[config.mk]
export PLATFORM = sky130hd
export DESIGN_NAME = i2s_frame_sequencer
export DESIGN_NICKNAME = d
export VERILOG_FILES = /design/src/rtl/i2s_frame_sequencer.sv
export SDC_FILE = /design/constraint.sdc
export NUM_CORES = 1
export LEC_CHECK = 0
export BUFFER_PORTS_ARGS = -buffer_cell sky130_fd_sc_hd__buf_2
export CORE_ASPECT_RATIO = 0.5
export CORE_MARGIN = 2
export CORE_UTILIZATION = 55
export DETAILED_ROUTE_END_ITERATION = 10
export PLACE_DENSITY = 0.79
export SYNTH_ARGS = -nofsm -noshare
export SYNTH_HDL_FRONTEND = slang
export SYNTH_SLANG_ARGS = --single-unit
[constraint.sdc]
create_clock -name sck -period 4.62 [get_ports sck]
set_input_delay 0.924 -clock sck [delete_from_list [all_inputs] [get_ports sck]]
set_output_delay 0.924 -clock sck [all_outputs]
set_load 0.01 [all_outputs]
[src/rtl/i2s_frame_sequencer.sv]
// I2S frame timing sequencer: derives ws/bit_idx from sck, frames left/right slots,
// and swaps slot length / mix select only on frame boundaries.
module i2s_frame_sequencer #(
    parameter int SLOT_W   = 5,
    parameter int DEF_SLOT = 24,
    parameter int MIN_SLOT = 8,
    parameter int MAX_SLOT = 24,
    parameter int FRAME_W  = 8
) (
    input  logic               sck,
    input  logic               reset,
    input  logic               en,
    input  logic               cfg_valid,
    output logic               cfg_ready,
    input  logic [SLOT_W-1:0]  cfg_slot_len,
    input  logic [1:0]         cfg_chan_sel,
    output logic               ws,
    output logic [SLOT_W-1:0]  bit_idx,
    output logic               frame_start,
    output logic               left_done,
    output logic               right_done,
    output logic [1:0]         chan_sel,
    output logic [FRAME_W-1:0] frame_cnt,
    output logic               busy
);

    localparam logic [1:0] S_IDLE = 2'd0;
    localparam logic [1:0] S_RUN  = 2'd1;
    localparam logic [1:0] S_STOP = 2'd2;
    localparam logic [SLOT_W-1:0] ONE = SLOT_W'(1);

    logic [1:0]         r_state;
    logic               r_ws;
    logic [SLOT_W-1:0]  r_bit;
    logic [SLOT_W-1:0]  r_slot;
    logic [1:0]         r_chan;
    logic               r_pend_vld;
    logic [SLOT_W-1:0]  r_pend_slot;
    logic [1:0]         r_pend_chan;
    logic               r_fs;
    logic               r_ld;
    logic               r_rd;
    logic [FRAME_W-1:0] r_fcnt;

    logic [1:0]         w_state_nx;
    logic               w_ws_nx;
    logic [SLOT_W-1:0]  w_bit_nx;
    logic [SLOT_W-1:0]  w_slot_nx;
    logic [1:0]         w_chan_nx;
    logic               w_pend_vld_nx;
    logic [SLOT_W-1:0]  w_pend_slot_nx;
    logic [1:0]         w_pend_chan_nx;
    logic               w_fs_nx;
    logic [FRAME_W-1:0] w_fcnt_nx;
    logic               w_accept;
    logic               w_last;
    logic               w_frame_end;
    logic               w_busy_nx;
    logic               w_last_nx;
    logic [SLOT_W-1:0]  w_cfg_clamped;

    function automatic logic [SLOT_W-1:0] clamp_slot(input logic [SLOT_W-1:0] v);
        if (v < SLOT_W'(MIN_SLOT)) return SLOT_W'(MIN_SLOT);
        if (v > SLOT_W'(MAX_SLOT)) return SLOT_W'(MAX_SLOT);
        return v;
    endfunction

    assign w_accept      = cfg_valid & ~r_pend_vld;
    assign w_cfg_clamped = clamp_slot(cfg_slot_len);
    assign w_last        = (r_bit == r_slot - ONE);
    assign w_frame_end   = (r_state != S_IDLE) & r_ws & w_last;

    always_comb begin
        w_state_nx     = r_state;
        w_ws_nx        = r_ws;
        w_bit_nx       = r_bit;
        w_slot_nx      = r_slot;
        w_chan_nx      = r_chan;
        w_pend_vld_nx  = r_pend_vld;
        w_pend_slot_nx = r_pend_slot;
        w_pend_chan_nx = r_pend_chan;
        w_fs_nx        = 1'b0;
        w_fcnt_nx      = r_fcnt;
        if (r_state == S_IDLE) begin
            w_ws_nx  = 1'b0;
            w_bit_nx = '0;
            // A pending entry left over from a frame-end accept drains here; accept is blocked then.
            if (r_pend_vld) begin
                w_slot_nx     = r_pend_slot;
                w_chan_nx     = r_pend_chan;
                w_pend_vld_nx = 1'b0;
            end
            if (w_accept) begin
                w_slot_nx = w_cfg_clamped;
                w_chan_nx = cfg_chan_sel;
            end
            if (en) begin
                w_state_nx = S_RUN;
                w_fs_nx    = 1'b1;
            end
        end else begin
            if (w_last) begin
                w_bit_nx = '0;
                w_ws_nx  = ~r_ws;
            end else begin
                w_bit_nx = r_bit + ONE;
            end
            if (w_frame_end) begin
                w_fcnt_nx = r_fcnt + FRAME_W'(1);
                if (r_pend_vld) begin
                    w_slot_nx     = r_pend_slot;
                    w_chan_nx     = r_pend_chan;
                    w_pend_vld_nx = 1'b0;
                end
                w_state_nx = en ? S_RUN : S_IDLE;
                w_fs_nx    = en;
            end else begin
                w_state_nx = en ? S_RUN : S_STOP;
            end
            // Accepted after the apply above, so a same-cycle offer waits for the next frame end.
            if (w_accept) begin
                w_pend_vld_nx  = 1'b1;
                w_pend_slot_nx = w_cfg_clamped;
                w_pend_chan_nx = cfg_chan_sel;
            end
        end
    end

    assign w_busy_nx = (w_state_nx != S_IDLE);
    assign w_last_nx = (w_bit_nx == w_slot_nx - ONE);

    always_ff @(posedge sck) begin
        if (!reset) begin
            r_state     <= S_IDLE;
            r_ws        <= 1'b0;
            r_bit       <= '0;
            r_slot      <= SLOT_W'(DEF_SLOT);
            r_chan      <= 2'b01;
            r_pend_vld  <= 1'b0;
            r_pend_slot <= '0;
            r_pend_chan <= '0;
            r_fs        <= 1'b0;
            r_ld        <= 1'b0;
            r_rd        <= 1'b0;
            r_fcnt      <= '0;
        end else begin
            r_state     <= w_state_nx;
            r_ws        <= w_ws_nx;
            r_bit       <= w_bit_nx;
            r_slot      <= w_slot_nx;
            r_chan      <= w_chan_nx;
            r_pend_vld  <= w_pend_vld_nx;
            r_pend_slot <= w_pend_slot_nx;
            r_pend_chan <= w_pend_chan_nx;
            r_fs        <= w_fs_nx;
            r_ld        <= w_busy_nx & ~w_ws_nx & w_last_nx;
            r_rd        <= w_busy_nx & w_ws_nx & w_last_nx;
            r_fcnt      <= w_fcnt_nx;
        end
    end

    assign cfg_ready   = ~r_pend_vld;
    assign ws          = r_ws;
    assign bit_idx     = r_bit;
    assign frame_start = r_fs;
    assign left_done   = r_ld;
    assign right_done  = r_rd;
    assign chan_sel    = r_chan;
    assign frame_cnt   = r_fcnt;
    assign busy        = (r_state != S_IDLE);

endmodule

==> impl_metrics.py, run 1 <==
metrics = {
    "run_status": {
        "status": "finished, violations left",
        "violations": "design-rule violations",
    },
    "clock_tree": {
        "path_clk_slew_ns": 0.07,
        "insertion_delay_ns": 0.30,
        "hold_buffers": 0,
        "clock_path_buffers": 2,
        "cts_max_level": 2,
        "root_buffer": "clkbuf_8",
        "cts_resized": 0,
        "cts_sinks": 34,
        "numCtsBuffers": 5,
        "cts_tree": "built",
        "cts_setup_buffers": 0,
    },
    "cells_and_area": {
        "areaGrowthSynthToFinish_pct": 14.0,
        "layout-drive-gt1-share_pct": 18.1,
        "n_fill_cell": 269,
        "nets": 263,
        "antenna_cells": 0,
        "fin_cells": 289,
    },
    "synthesis": {
        "synthesis.area_per_instance_sq_um": 8.43,
        "ys_ff_latch": 34,
        "synth.largest_area_cell": "dfxtp_1",
        "synth_fp_nets": 233,
        "synth_most_common_cell": "dfxtp_1",
        "synthFlopType": "dfxtp_1",
        "async_reset_ff_share_pct": 0,
        "synthDistinctLibCells": 46,
        "synth_common_cells": "dfxtp_1, nand2_1, nor2_1",
        "synth-edff-count": 0,
        "synthTopCellsByArea": "dfxtp_1, xnor2_1, nand2_1, xor2_1, o21ai_0",
        "synthesis.area_sq_mm": 0.00184,
        "yosysTopAreaCellShare_pct": 37.0,
        "synthCells": 218,
        "ys_seq_area_share_pct": 37.0,
        "yosys_warnings": 0,
    },
    "route": {
        "routed_wl_um": 4450,
        "avgViaCountPerCell": 5.83,
        "drtIter0Drc": 144,
        "dr.pass1.iters": 7,
        "vias": 1686,
        "ant_nets": 0,
        "drc_errors": 2,
        "routedWlPerCell_um": 15.4,
    },
    "floorplan": {
        "io-pin-count": 32,
        "die_area_sq_mm": 0.00385,
        "start_util_pct": 59.3,
        "core-area_sq_mm": 0.00310,
        "die_w_um": 85.8,
        "rows": 14,
        "die_h_um": 44.9,
    },
    "setup_path": {
        "arrival_ns": 3.69,
        "reg2reg_to": "right_done",
        "r2r_slack_ns": 1.14,
        "critPathKind": "reg -> reg",
        "cp-start-kind": "flip-flop",
        "critPathMaxFanout": 9,
        "crit_path_end_kind": "flip-flop",
        "r2r_cells": 13,
        "r2r-start": "r_slot[0]",
        "cp.required_ns": 4.83,
    },
    "sta": {
        "finalClockSkew_ns": 0.00378,
        "finalMaxSlewViolations": 0,
        "clock.fmax_mhz": 287,
        "finalHoldViolCount": 0,
        "tightest_slew_ns": 1.09,
        "rsz0062_at_grt": "no",
        "fin_setup_tns_ns": 0,
        "slew_headroom_pct": 27.4,
        "finalSetupViolations": 0,
        "period_needed_ns": 3.48,
        "timing.final.crit_share_pct": 75.3,
    },
    "worst_hold_path": {
        "min_from": "r_pend_chan[1]",
        "hold_class": "reg -> reg",
        "min_to": "r_pend_chan[1]",
        "hold-path-cell-count": 2,
    },
    "flow_run": {
        "cap_violations": 0,
    },
    "power_and_ir_drop": {
        "powerDensity_mw_per_mm2": 317,
        "p_sw_share_pct": 29.4,
        "clock_power_share_pct": 35.3,
        "p_leak_uw": 0.000870,
        "intPower_uw": 469,
        "seqPwrFrac_pct": 47.3,
        "comb_power_share_pct": 17.4,
        "p_switching_uw": 195,
        "vdd_ir_drop_max_mv": 0.206,
    },
    "global_routing": {
        "antenna_found_initial": 0,
        "grt_max_degree": 27,
        "track_usage_pct": 24.7,
        "grt_pass1_wl_um": 7170,
        "grt-ovfl-total": 0,
        "grt_pass1_vias": 1550,
    },
    "placed_design": {
        "portBuffers": 31,
        "detailed_place_hpwl_um": 3200,
        "gp_congestion": 0.889,
        "place_inst": 281,
    },
}
## state kept, by name, indices dropped and copies added, names as in the netlist
signal       flops
frame_start      1
left_done        1
frame_cnt        8
r_state          2
chan_sel         2
ws               1
r_slot           5
r_pend_vld       1
r_pend_slot      5
right_done       1
r_pend_chan      2
bit_idx          5
## metrics by stage
| stage | instance area, sq um | utilization (%) | setup slack, ns | hold slack [ns] | power [uW] |
|---|---|---|---|---|---|
| final | 2100 | 67.6 | 1.14 | 0.500 | 664 |
| after global routing | 2100 | 67.6 | 0.890 | 0.515 | 696 |
| after CTS | 2100 | 67.6 | 1.18 | 0.505 | 664 |
| after detailed placement | 2000 | 64.6 | 1.17 | 0.492 | 434 |
| after global placement | 2000 | 64.6 | 1.29 | 0.466 | 429 |
| after floorplan | 1840 | - | 1.46 | 0.449 | 402 |
## logic make-up (layout without fill, tap and decap cells)
| kind of cell | count (synthesis) | after routing | synth area share [%] |
|---|---|---|---|
| and+or+nand+nor | 89 | 89 | 26.1 |
| AOI/OAI and AO/OA | 48 | 48 | 17.7 |
| DFF | 34 | 34 | 37.0 |
| xor gates and xnor gates | 20 | 20 | 9.53 |
| buffers and inverters | 18 | 49 | 4.15 |
| muxes | 5 | 5 | 2.72 |
| adders and majority gates | 4 | 4 | 2.72 |
## worst max path at each step
stage | start | endpoint | slack [ns]
after floorplan | cfg_valid | right_done | 1.46
after global placement | cfg_valid | right_done | 1.29
after detailed placement | cfg_valid | right_done | 1.17
after CTS | r_slot[0] | right_done | 1.18
after global routing | r_state[1] | right_done | 0.89
final | r_slot[0] | right_done | 1.14
## area by class of cell
cell class | instances | area, sq um | area share [%]
flip-flops and latches | 34 | 681 | 32.5
inverters | 10 | 37.5 | 1.79
clock buffers | 7 | 86.3 | 4.12
clock inverters | 1 | 5.00 | 0.239
well taps | 40 | 50.0 | 2.39
multi-input cells | 166 | 1080 | 51.6
repair buffers | 31 | 155 | 7.40
## power by group through the flow
stage / Combinational (uW) / Sequential, uW / Clock, uW
2_1_floorplan: 84.5 / 318 / 0
3_3_place_gp: 109 / 320 / 0
3_5_place_dp: 114 / 320 / 0
4_1_cts: 114 / 314 / 237
5_1_grt: 128 / 315 / 253
6_report: 116 / 314 / 234
## worst max-delay path, cell delays in order (launching register included)
cell	delay, ns
dfxtp_1	0.39
inv_1	0.07
ha_1	0.25
xor2_1	0.16
o211a_1	0.24
a211oi_2	0.52
nor2_1	0.12
a221oi_1	0.51
ha_1	0.35
nand2b_1	0.17
o21ai_0	0.15
a22o_1	0.14
mux2i_1	0.10
nor4b_2	0.23
## cells in the final DEF, fill, tap and decap left out, drive strengths merged, types with 4 or more instances in the layout
master | netlist | routed
inv | 8 | 8
a21oi | 10 | 10
and2 | 9 | 9
ha | 4 | 4
a211oi | 5 | 5
nand2 | 22 | 22
nand3 | 12 | 12
xor2 | 9 | 9
o21ai | 14 | 14
clkbuf | 7 | 7
a21boi | 6 | 6
dfxtp | 34 | 34
nor2b | 4 | 4
xnor2 | 11 | 11
buf | 1 | 31
mux2i | 5 | 5
nor3 | 4 | 4
nor2 | 16 | 16
## metal layers
layer / track usage (%) / up-vias / wire length, um
met2: 42.5 / 51 / 2010
met4: 6.03 / 0 / 56
met5: 0 / - / 0
met1: 30.4 / 799 / 2090
li1: - / 830 / -
met3: 8.96 / 6 / 302
No activity file was read; power rests on OpenSTA's default activity.
==> run 2: changes to the inputs <==
--- a/config.mk
+++ b/config.mk
@@ -8,9 +8,9 @@
 export BUFFER_PORTS_ARGS = -buffer_cell sky130_fd_sc_hd__buf_2
 export CORE_ASPECT_RATIO = 0.5
 export CORE_MARGIN = 2
-export CORE_UTILIZATION = 55
+export CORE_UTILIZATION = 50
 export DETAILED_ROUTE_END_ITERATION = 10
-export PLACE_DENSITY = 0.79
+export PLACE_DENSITY = 0.75
 export SYNTH_ARGS = -nofsm -noshare
 export SYNTH_HDL_FRONTEND = slang
 export SYNTH_SLANG_ARGS = --single-unit
==> constraint.sdc (replaced) <==
create_clock -name sck -period 2.9 [get_ports sck]
set_input_delay 0.58 -clock sck [delete_from_list [all_inputs] [get_ports sck]]
set_output_delay 0.58 -clock sck [all_outputs]
set_load 0.01 [all_outputs]
==> impl_metrics.py, run 2 (same netlist as run 1, synthesis figures left out) <==
metrics = {
    "run_status": {
        "status": "completed",
    },
    "clock_tree": {
        "insertion_delay_ns": 0.30,
        "root_buffer": "clkbuf_8",
        "cts_sinks": 34,
        "clock_path_buffers": 2,
        "path_clk_slew_ns": 0.07,
        "numCtsBuffers": 5,
        "cts_tree": "built",
        "cts_max_level": 2,
    },
    "route": {
        "dr.pass1.iters": 4,
        "drtIter0Drc": 75,
        "routedWlPerCell_um": 14.7,
        "ant_nets": 0,
        "drc_errors": 0,
        "vias": 1809,
        "avgViaCountPerCell": 5.48,
        "routed_wl_um": 4860,
    },
    "flow_run": {
        "cap_violations": 0,
    },
    "floorplan": {
        "io-pin-count": 32,
        "start_util_pct": 52.9,
        "die_area_sq_mm": 0.00421,
        "die_w_um": 89.7,
        "rows": 15,
        "die_h_um": 46.9,
        "core-area_sq_mm": 0.00347,
    },
    "global_routing": {
        "grt_pass1_wl_um": 8110,
        "antenna_found_initial": 0,
        "grt_pass1_vias": 1725,
        "track_usage_pct": 25.5,
        "grt_max_degree": 27,
        "grt-ovfl-total": 0,
    },
    "cells_and_area": {
        "layout-drive-gt1-share_pct": 34.1,
        "areaGrowthSynthToFinish_pct": 33.4,
        "antenna_cells": 0,
        "n_fill_cell": 272,
        "largest_reg_flops": 8,
        "layout_commonest_cell": "dfxtp_1",
        "final_cell_mix": "dfxtp_1, buf_2, buf_4",
        "nets": 293,
    },
    "sta": {
        "slew_headroom_pct": 64.2,
        "fin_setup_tns_ns": 0,
        "finalMaxSlewViolations": 0,
        "period_needed_ns": 2.88,
        "tightest_slew_ns": 0.535,
        "finalSetupViolations": 0,
        "timing.final.crit_share_pct": 99.4,
        "hold_ws_ns": 0.465,
        "finalClockSkew_ns": 0.00606,
        "fin_ws_ns": 0.0185,
        "finalHoldViolCount": 0,
        "clock.fmax_mhz": 347,
        "rsz0062_at_grt": "yes",
    },
    "power_and_ir_drop": {
        "p_leak_uw": 0.00103,
        "powerDensity_mw_per_mm2": 464,
        "vdd_ir_drop_max_mv": 0.192,
    },
    "placed_design": {
        "place_ws_ns": -0.173,
        "detailed_place_hpwl_um": 3510,
        "gp_congestion": 0.868,
        "portBuffers": 31,
    },
    "setup_path": {
        "critPathMaxFanout": 4,
        "cp.required_ns": 3.11,
        "arrival_ns": 3.09,
        "r2r_slack_ns": 0.02,
        "critPathKind": "reg -> reg",
        "cp-start-kind": "flip-flop",
        "crit_path_end_kind": "flip-flop",
    },
    "worst_hold_path": {
        "hold_class": "in -> reg",
    },
}
-- run 2: through the flow --
stage / cell area (sq um) / utilization [%] / power (uW) / instances
after floorplan: 1850 / - / 645 / 218
after global placement: 2210 / 63.6 / 722 / 316
after detailed placement: 2210 / 63.6 / 731 / 316
after CTS: 2400 / 69.2 / 1130 / 328
after global routing: 2450 / 70.6 / 1190 / 330
final: 2450 / 70.6 / 1140 / 330
-- run 2: what timing repair did --
| action | in CTS | in global routing |
|---|---|---|
| pin swaps | 13 | 9 |
| hold buffers | 0 | 0 |
| endpoints found under the setup margin | 2 | 2 |
| resized for setup | 16 | 5 |
| setup buffers | 4 | 2 |
-- run 2: routing by layer --
layer | up-vias | wire length, um | GRT usage (%)
li1 | 886 | - | -
met1 | 858 | 2220 | 30.8
met2 | 58 | 2300 | 47.0
met3 | 7 | 301 | 5.94
met4 | 0 | 41 | 10.5
met5 | - | 0 | 0
-- run 2: where the power goes --
| group | internal, uW | switching [uW] | total, uW |
|---|---|---|---|
| clock | 191 | 181 | 372 |
| combinational | 125 | 144 | 269 |
| sequential | 483 | 14.5 | 498 |
| total | 798 | 340 | 1140 |
-- run 2: final cells by class --
| type | count | area, sq um | share of cell area [%] |
|---|---|---|---|
| Clock buffer | 6 | 82.6 | 3.37 |
| Multi-Input combinational cell | 166 | 1190 | 48.5 |
| Inverter | 10 | 37.5 | 1.53 |
| Tap cell | 51 | 63.8 | 2.60 |
| Sequential cell | 34 | 683 | 27.9 |
| Timing Repair Buffer | 61 | 384 | 15.7 |
| Clock inverter | 2 | 12.5 | 0.510 |
-- run 2: worst paths after layout --
check | from | to | cells past startpoint
hold reg to reg | chan_sel[1] | chan_sel[1] | 2
hold / removal | en | r_state[1] | 2
setup / recovery | r_slot[1] | right_done | 11
setup reg to reg | r_slot[1] | right_done | 11
-- run 2: worst max-delay path: stages (launching register included) --
cell	delay [ns]
dfxtp_2	0.34
inv_2	0.05
ha_4	0.23
xor2_2	0.14
o211ai_1	0.18
a2111o_1	0.48
a211o_1	0.34
a211o_1	0.32
a211oi_2	0.23
a211oi_1	0.09
buf_4	0.15
nor4b_2	0.24
==> run 3: changes to the inputs <==
--- a/config.mk
+++ b/config.mk
@@ -11,6 +11,8 @@
 export CORE_UTILIZATION = 50
 export DETAILED_ROUTE_END_ITERATION = 10
 export PLACE_DENSITY = 0.75
+export RECOVER_POWER = 50
+export REMOVE_ABC_BUFFERS = 1
 export SYNTH_ARGS = -nofsm -noshare
 export SYNTH_HDL_FRONTEND = slang
 export SYNTH_SLANG_ARGS = --single-unit
==> impl_metrics.py, run 3 (same netlist as run 1, synthesis figures left out) <==
metrics = {
    "worst_hold_path": {
        "hold_class": "in -> reg",
    },
    "clock_tree": {
        "path_clk_slew_ns": 0.08,
        "root_buffer": "clkbuf_8",
        "cts_tree": "built",
        "hold_buffers": 0,
        "insertion_delay_ns": 0.29,
        "cts_sinks": 34,
        "numCtsBuffers": 5,
        "cts_max_level": 2,
        "clock_path_buffers": 2,
    },
    "floorplan": {
        "die_area_sq_mm": 0.00421,
        "rows": 15,
        "die_h_um": 46.9,
        "die_w_um": 89.7,
        "start_util_pct": 52.9,
        "io-pin-count": 32,
        "core-area_sq_mm": 0.00347,
    },
    "flow_run": {
        "cap_violations": 0,
    },
    "setup_path": {
        "r2r_slack_ns": -0.03,
        "arrival_ns": 3.10,
        "crit_start": "r_slot[1]",
        "critPathKind": "reg -> reg",
        "r2r-start": "r_slot[1]",
        "r2r_cells": 14,
        "cp-start-kind": "flip-flop",
        "reg2reg_to": "left_done",
        "critPathMaxFanout": 4,
        "cp-endpoint": "left_done",
        "crit_path_max_incr_delay_ns": 0.47,
        "slowest_stage": "a2111o_1",
        "crit_chain": "inv_2 -> ha_4 -> xor2_1 -> o211a_1 -> a2111o_1 -> a21oi_4 -> a221oi_4 -> ha_4 -> nand2b_4 -> o21ai_2 -> a22o_1 -> mux2i_2 -> buf_4 -> nor4_2",
        "crit_path_end_kind": "flip-flop",
        "cp_common_cell": "ha_4",
        "cp.required_ns": 3.07,
    },
    "power_and_ir_drop": {
        "p_leak_uw": 0.000942,
        "powerDensity_mw_per_mm2": 493,
        "seqPwrFrac_pct": 41.8,
        "intPower_uw": 852,
        "power_uw": 1190,
        "vdd_ir_drop_max_mv": 0.239,
        "clock_power_share_pct": 36.5,
        "p_switching_uw": 338,
        "p_sw_share_pct": 28.4,
        "comb_power_share_pct": 21.7,
    },
    "cells_and_area": {
        "fin_util_pct": 69.5,
        "nets": 287,
        "largest_reg_flops": 8,
        "final_cell_mix": "dfxtp_1, buf_4, nand2_1",
        "layout-drive-gt1-share_pct": 26.7,
        "antenna_cells": 0,
        "areaGrowthSynthToFinish_pct": 31.3,
        "fin_cells": 324,
        "layout_commonest_cell": "dfxtp_1",
        "n_fill_cell": 280,
    },
    "route": {
        "dr.pass1.iters": 4,
        "routedWlPerCell_um": 15.5,
        "avgViaCountPerCell": 5.64,
        "drc_errors": 0,
        "routed_wl_um": 5010,
        "drtIter0Drc": 116,
        "vias": 1826,
        "ant_nets": 0,
    },
    "sta": {
        "tightest_slew_ns": 0.961,
        "finalClockSkew_ns": 0.00834,
        "fin_setup_tns_ns": -0.0314,
        "slew_headroom_pct": 36.0,
        "finalMaxSlewViolations": 0,
        "fin_ws_ns": -0.0314,
        "finalSetupViolations": 1,
        "rsz0062_at_grt": "yes",
        "finalHoldViolCount": 0,
        "timing.final.crit_share_pct": 101,
        "period_needed_ns": 2.93,
        "hold_ws_ns": 0.468,
        "clock.fmax_mhz": 341,
    },
    "run_status": {
        "violations": "negative setup slack",
        "status": "finished, violations left",
    },
    "global_routing": {
        "antenna_found_initial": 0,
        "grt_max_degree": 27,
        "grt_pass1_vias": 1702,
        "track_usage_pct": 24.1,
        "grt-ovfl-total": 0,
        "grt_pass1_wl_um": 7760,
    },
    "placed_design": {
        "gp_congestion": 0.939,
        "detailed_place_hpwl_um": 3310,
        "place_inst": 309,
        "portBuffers": 31,
    },
}
[run 3: changes by cell type in the layout (fill, tap and decap cells not counted), sizes merged]
cell / delta
bufinv: +1
clkbuf: +17
clkinvlp: -1
buf: -24
clkinv: +1
[run 3: through the flow]
| step | worst slack [ns] | cell area [sq um] |
|---|---|---|
| finish | -0.0314 | 2410 |
| global route | -0.118 | 2410 |
| CTS | 0.00416 | 2350 |
| detailed placement | -0.205 | 2150 |
| global placement | -0.0335 | 2150 |
| floorplan | -0.105 | 1800 |
[run 3: metal layers]
layer | global-route usage [%] | share of wire, % | vias up
met3 | 7.22 | 6.7 | 17
met1 | 28.4 | 44 | 864
li1 | - | - | 880
met4 | 15.4 | 2.9 | 0
met5 | 0 | 0 | -
met2 | 41.1 | 46 | 65
[run 3: how the worst min path moves through the flow]
stage	cells past startpoint	slack, ns	startpoint	end
after detailed placement	2	0.46	chan_sel[1]	chan_sel[1]
after global routing	2	0.48	en	r_state[1]
final	2	0.47	en	r_state[1]
after global placement	2	0.45	chan_sel[1]	chan_sel[1]
after floorplan	1	0.45	r_pend_chan[0]	chan_sel[0]
after CTS	2	0.46	en	r_state[1]
[run 3: area by class of cell]
cell class	count	area (sq um)	share of cell area, %
well taps	51	63.8	2.64
clock inverters	3	40.0	1.66
clock buffers	5	68.8	2.85
multi-input cells	166	1200	49.7
flip-flops and latches	34	683	28.3
repair buffers	55	320	13.3
inverters	10	37.5	1.56
[run 3: power groups by stage]
stage                     Combinational, uW  Clock [uW]  Sequential [uW]
after floorplan                         130           0              507
after global placement                  202           0              506
after detailed placement                207           0              506
after CTS                               228         440              497
after global routing                    278         464              500
final                                   258         434              498
[run 3: critical path, delay by kind of cell (launching register included)]
kind	cells	cell delay, ns
AOI/OAI and AO/OA	6	1.29
adders and majority gates	2	0.46
DFF	1	0.33
muxes	1	0.22
buffers and inverters	2	0.20
and+or+nand+nor	2	0.16
xor gates and xnor gates	1	0.14
[run 3: repair_timing]
action | 4_1_cts | 5_1_grt
buffers inserted | 5 | 3
gates resized for setup | 13 | 15
pin swaps | 8 | 5
endpoints found under the setup margin | 2 | 2
